**src/rtl/serial_frame_receiver_if.sv**
```systemverilog
// Parallel-side and serial-line signals of the frame receiver.
// The master side is the receiver. The slave side drives the line and consumes the words.
interface serial_frame_receiver_if #(
    parameter int DATA_WIDTH = 4
);
    logic                  serial_in;
    logic [DATA_WIDTH-1:0] data_out;
    logic                  data_valid;
    logic                  data_ready;
    logic                  parity_error;
    logic                  framing_error;
    logic                  overrun;

    modport master (
        input  serial_in, data_ready,
        output data_out, data_valid, parity_error, framing_error, overrun
    );

    modport slave (
        output serial_in, data_ready,
        input  data_out, data_valid, parity_error, framing_error, overrun
    );
endinterface

```
**src/rtl/serial_frame_receiver.sv**
```systemverilog
// Serial-to-parallel frame receiver.
// Frame format: start(1), DATA_WIDTH data bits sent MSB-first, even parity, stop(0).
// Good words are presented on a valid/ready register. Bad frames and overruns
// produce one-cycle error pulses.
module serial_frame_receiver #(
    parameter int DATA_WIDTH = 4
) (
    input  logic                   clock,
    input  logic                   reset_n,
    serial_frame_receiver_if.master bus
);
    localparam int CW = $clog2(DATA_WIDTH + 1);

    typedef enum logic [1:0] {IDLE, DATA, PARITY, STOP} state_t;

    state_t                state, state_nx;
    logic [DATA_WIDTH-1:0] shreg;
    logic [CW-1:0]         cnt;
    logic                  par_bad;
    logic                  last_bit;
    logic                  accept, frame_ok, load, ovr, fe, pe;

    assign last_bit = (cnt == CW'(DATA_WIDTH - 1));

    // state register
    always_ff @(posedge clock or negedge reset_n) begin
        if (!reset_n) state <= IDLE;
        else          state <= state_nx;
    end

    // next-state logic: a 1 on an idle line is a start bit
    always_comb begin
        state_nx = state;
        case (state)
            IDLE:    if (bus.serial_in) state_nx = DATA;
            DATA:    if (last_bit)      state_nx = PARITY;
            PARITY:  state_nx = STOP;
            STOP:    state_nx = IDLE;
            default: state_nx = IDLE;
        endcase
    end

    // frame resolution on the stop-bit edge, in priority order:
    // framing error, then parity error, then load or overrun
    always_comb begin
        accept   = bus.data_valid && bus.data_ready;
        fe       = (state == STOP) && bus.serial_in;
        pe       = (state == STOP) && !bus.serial_in && par_bad;
        frame_ok = (state == STOP) && !bus.serial_in && !par_bad;
        // a word being accepted on this edge frees the register for the new one
        load     = frame_ok && (!bus.data_valid || bus.data_ready);
        ovr      = frame_ok && bus.data_valid && !bus.data_ready;
    end

    // shift register, bit counter and parity check
    always_ff @(posedge clock or negedge reset_n) begin
        if (!reset_n) begin
            shreg   <= '0;
            cnt     <= '0;
            par_bad <= 1'b0;
        end else begin
            case (state)
                IDLE: if (bus.serial_in) begin
                    shreg <= '0;
                    cnt   <= '0;
                end
                DATA: begin
                    shreg <= {shreg[DATA_WIDTH-2:0], bus.serial_in};
                    cnt   <= cnt + CW'(1);
                end
                PARITY:  par_bad <= (^shreg) ^ bus.serial_in;
                default: ;
            endcase
        end
    end

    // output register, handshake and registered error pulses
    always_ff @(posedge clock or negedge reset_n) begin
        if (!reset_n) begin
            bus.data_out      <= '0;
            bus.data_valid    <= 1'b0;
            bus.parity_error  <= 1'b0;
            bus.framing_error <= 1'b0;
            bus.overrun       <= 1'b0;
        end else begin
            bus.parity_error  <= pe;
            bus.framing_error <= fe;
            bus.overrun       <= ovr;
            if (load) begin
                bus.data_out   <= shreg;
                bus.data_valid <= 1'b1;
            end else if (accept) begin
                bus.data_valid <= 1'b0;
            end
        end
    end
endmodule

```
**src/flat_wrapper.sv**
```systemverilog
// flat-port wrapper written by rule: the top's interface ports become plain ports
module serial_frame_receiver_flat 
#(
    parameter int DATA_WIDTH = 4
)
  (clock, reset_n, bus_serial_in, bus_data_ready, bus_data_out, bus_data_valid, bus_parity_error, bus_framing_error, bus_overrun);
  serial_frame_receiver_if #(.DATA_WIDTH(DATA_WIDTH)) bus_i ();
  input  logic clock;
  input  logic reset_n;
  input wire logic [$bits(bus_i.serial_in)-1:0] bus_serial_in;
  input wire logic [$bits(bus_i.data_ready)-1:0] bus_data_ready;
  output wire logic [$bits(bus_i.data_out)-1:0] bus_data_out;
  output wire logic [$bits(bus_i.data_valid)-1:0] bus_data_valid;
  output wire logic [$bits(bus_i.parity_error)-1:0] bus_parity_error;
  output wire logic [$bits(bus_i.framing_error)-1:0] bus_framing_error;
  output wire logic [$bits(bus_i.overrun)-1:0] bus_overrun;
  assign bus_i.serial_in = bus_serial_in;
  assign bus_i.data_ready = bus_data_ready;
  assign bus_data_out = bus_i.data_out;
  assign bus_data_valid = bus_i.data_valid;
  assign bus_parity_error = bus_i.parity_error;
  assign bus_framing_error = bus_i.framing_error;
  assign bus_overrun = bus_i.overrun;
  serial_frame_receiver #(.DATA_WIDTH(DATA_WIDTH)) u_core (.clock(clock), .reset_n(reset_n), .bus(bus_i));
endmodule
```
**config.mk**
```make
export PLATFORM = sky130hd
export DESIGN_NAME = serial_frame_receiver_flat
export DESIGN_NICKNAME = d
export VERILOG_FILES = /design/src/rtl/serial_frame_receiver_if.sv /design/src/rtl/serial_frame_receiver.sv /design/src/flat_wrapper.sv
export SDC_FILE = /design/constraint.sdc
export NUM_CORES = 1
export LEC_CHECK = 0
export CORE_UTILIZATION = 51
export DETAILED_ROUTE_END_ITERATION = 12
export HOLD_SLACK_MARGIN = 0.1
export PLACE_DENSITY = 0.83
export SLEW_MARGIN = 30
export SYNTH_ARGS = -nofsm -noshare
export SYNTH_HDL_FRONTEND = slang
export SYNTH_SLANG_ARGS = --single-unit
export TNS_END_PERCENT = 1
```
**constraint.sdc**
```tcl
create_clock -name clock -period 1.9 [get_ports clock]
set_input_delay 0.57 -clock clock [delete_from_list [all_inputs] [get_ports clock]]
set_output_delay 0.57 -clock clock [all_outputs]
set_load 0.03 [all_outputs]
```
==> impl_metrics.csv <==
group,metric,value,unit
outcome,outcome,"complete, no violations",
clocking,cts-hold-fix-buffers,0,
pwr,cellPowerDensity,1540,mW/mm^2
critical_path,timing.rr.start,"u_core.state[0]",
die,fp-row-count,14,
synthesis,yosysWarnings,0,
timing,finalCritPeriodShare,0.969,
timing,maxSlewViolCount,0,
routing,post-route-drc-count,0,
critical_path,critPathSlowestCell,"clkdlybuf4s50_1",
die,io_pins,12,
clocking,cts.sinks,18,
timing,max_freq,543,MHz
die,die_area,0.00185,mm^2
pwr,p_leak,0.637,nW
routing,wl_per_cell,12.3,um
clocking,clock_latency,0.28,ns
routing,met2WireLength,577,um
synthesis,synth.avg_cell_area,13.2,um^2
synthesis,synth_ff_type,"dfrtp_1",
grt,grt_start_max_net_pins,19,
clocking,cts_tree,"done",
clocking,cts-buffers-inserted,3,
min_path,min_path_cells,2,
synthesis,ys_seq_elements,18,
critical_path,path_delay_family,"buffers and inverters",
timing,setup_viol,0,
layout,nFillCells,116,
layout,layout.nets,98,
clocking,cts.clk_slew.worst_paths,0.10,ns
routing,wl_met1,610,um
grt,overflow,0,
synthesis,yosys.area.top_type,"dfrtp_1",
timing,rsz0062_at_grt,"no",
routing,drt-initial-drc-count,5,
grt,grt_pass1_vias,507,
die,die_w,43.0,um
pwr,p_total,1.67,mW
die,die_y,43.0,um
die,start_util,0.556,
critical_path,slowest_delay,0.66,ns
critical_path,cp.required,1.33,ns
critical_path,cp.arrival,1.27,ns
timing,finalHoldViolCount,0,
min_path,hold_path.startpoint,"u_core.cnt[2]",
critical_path,cp_max_fo,1,
timing,clock_skew,0.00516,ns
synthesis,synth_edf_count,0,
clocking,clk_path_buf_depth,2,
timing,max-slew-margin-rel,0.786,
critical_path,r2r_end,"u_core.state[1]",
critical_path,worst_setup_path_end_kind,"output pin",
placement,gp_congestion,0.818,
min_path,hold_class,"flip-flop to flip-flop",
critical_path,r2r_slack,0.31,ns
timing,fin_setup_tns,0,ns
pwr,ir_worst_vdd,0.000942,V
placement,portBuffers,11,
routing,viasPerCell,5.08,
layout,syn_to_final_growth,26.0,%
die,core_area,0.00154,mm^2
critical_path,r2r_cells,5,
routing,wirelength,1.25,mm
synthesis,syn_nets,76,
critical_path,critical_path_class,"flip-flop to output pin",
grt,grt_use_total,0.160,
critical_path,start_kind,"flip-flop",
placement,dp_hpwl,935,um
routing,dr.pass1.iters,2,
synthesis,yosysTopAreaCellShare,0.526,
routing,top_layer_used,"met4",
routing,vias,518,
critical_path,path_cells,"clkdlybuf4s50_1",
clocking,htree_num_levels,1,
layout,layout-drive-gt1-share,0.256,
clocking,post_cts_buffers,0,
synthesis,syn-cell-area,857,um^2
synthesis,synthArstFlopShare,1.00,
synthesis,yosysSeqAreaShare,0.526,
layout,num_antenna_cells,0,
grt,grt_antenna_before_repair,0,
grt,grt_first_pass_wirelength,2.19,mm
timing,tightest_slew,0.321,ns
job,maxCapViolCount,0,
timing,fin_crit,1.84,ns
placement,pre_cts_slack,-0.196,ns
synthesis,synth.area.top_cells,"dfrtp_1 53%, ha_1 10%, mux2_4 7.0%, a22o_1 4.1%, mux2_2 2.6%",
critical_path,critPathBufInv,1,
timing,setup_slack,0.0580,ns
routing,ant_nets,0,
synthesis,ys_types,22,
min_path,hold-path-endpoint,"u_core.cnt[2]",
synthesis,netlist_instances,65,
routing,dr_wl_met3,54,um
clocking,clockRootBuffer,"clkbuf_4",
-- cell usage after synthesis, drive strengths merged (2+ instances only) --
library cell / number
a22o: 4
and2: 2
dfrtp: 18
ha: 7
inv: 4
mux2: 6
mux2i: 2
nand2: 6
nand2b: 2
nor2: 3
o21ai: 3
-- through the flow --
stage	util	instances	hold slack, ns	instance area [um^2]
6_report	0.700	102	0.491	1080
5_1_grt	0.700	102	0.523	1080
4_1_cts	0.692	102	0.497	1070
3_5_place_dp	0.670	98	0.474	1030
3_3_place_gp	0.670	98	0.462	1030
2_1_floorplan	-	65	0.274	857
-- worst max path at each step --
stage,startpoint,end,slack [ns],depth (start not counted)
CTS,u_core.bus.data_out[1],bus_data_out[1],0.001,1
global route,u_core.bus.overrun,bus_overrun,0.002,1
finish,u_core.bus.overrun,bus_overrun,0.06,1
global placement,bus_serial_in,u_core.bus.data_out[2],-0.17,4
floorplan,bus_serial_in,u_core.bus.data_out[0],0.36,3
detailed placement,bus_serial_in,u_core.bus.data_out[0],-0.20,4
-- cell families after synthesis --
family,after synthesis,share of synthesized area
multiplexers,8,0.120
buffers and inverters,4,0.0175
AND/OR/NAND/NOR,17,0.124
AO/OA/AOI/OAI,8,0.0642
adder cells (fa/ha/maj),7,0.102
flip-flops,18,0.526
XOR/XNOR,3,0.0467
-- registers in the layout, indices dropped and copies added, names as in the netlist --
signal                    cells
u_core.bus.data_valid         1
u_core.bus.parity_error       1
u_core.state                  2
u_core.bus.overrun            1
u_core.bus.framing_error      1
u_core.shreg                  4
u_core.par_bad                1
u_core.bus.data_out           4
u_core.cnt                    3
-- where the power goes --
part | internal (mW) | switching (mW)
combinational | 0.422 | 0.373
sequential | 0.531 | 0.110
clock | 0.116 | 0.113
-- worst register-to-register path, stage by stage, from the launching register on --
cell     delay [ns]
dfrtp_1        0.39
inv_1          0.10
ha_1           0.26
and2b_2        0.22
a21oi_1        0.17
mux2_2         0.35
-- area by class of cell --
| type | instances | area [um^2] | area share |
|---|---|---|---|
| Sequential cell | 18 | 450 | 0.417 |
| Multi-Input combinational cell | 43 | 392 | 0.363 |
| Timing Repair Buffer | 17 | 166 | 0.154 |
| Clock buffer | 4 | 36.3 | 0.0336 |
| Tap cell | 16 | 20.0 | 0.0185 |
| Inverter | 4 | 15.0 | 0.0139 |
-- cells in the final DEF (no fill, tap or decap), types with 2 or more instances in the layout --
master and count:
mux2i_1 2, nand2_1 6, a22o_1 4, mux2_4 4
ha_1 7, buf_4 6, clkbuf_4 3, o21ai_0 3
mux2_2 2, clkdlybuf4s50_1 5, inv_1 4, dlymetal6s2s_1 5
nor2_1 3, dfrtp_1 18
-- metal layers --
layer | up-vias | global-route usage
met5 | - | 0
met4 | 0 | 0.0364
met3 | 2 | 0.0426
met2 | 11 | 0.255
met1 | 242 | 0.221
li1 | 263 | -
-- timing repair --
action | CTS | global route
gates cloned | 0 | 0
setup endpoints to repair | 1 | 5
resized for setup | 1 | 5
hold endpoints to repair | 0 | 0
Note: power is estimated with default switching activity, not from simulation.
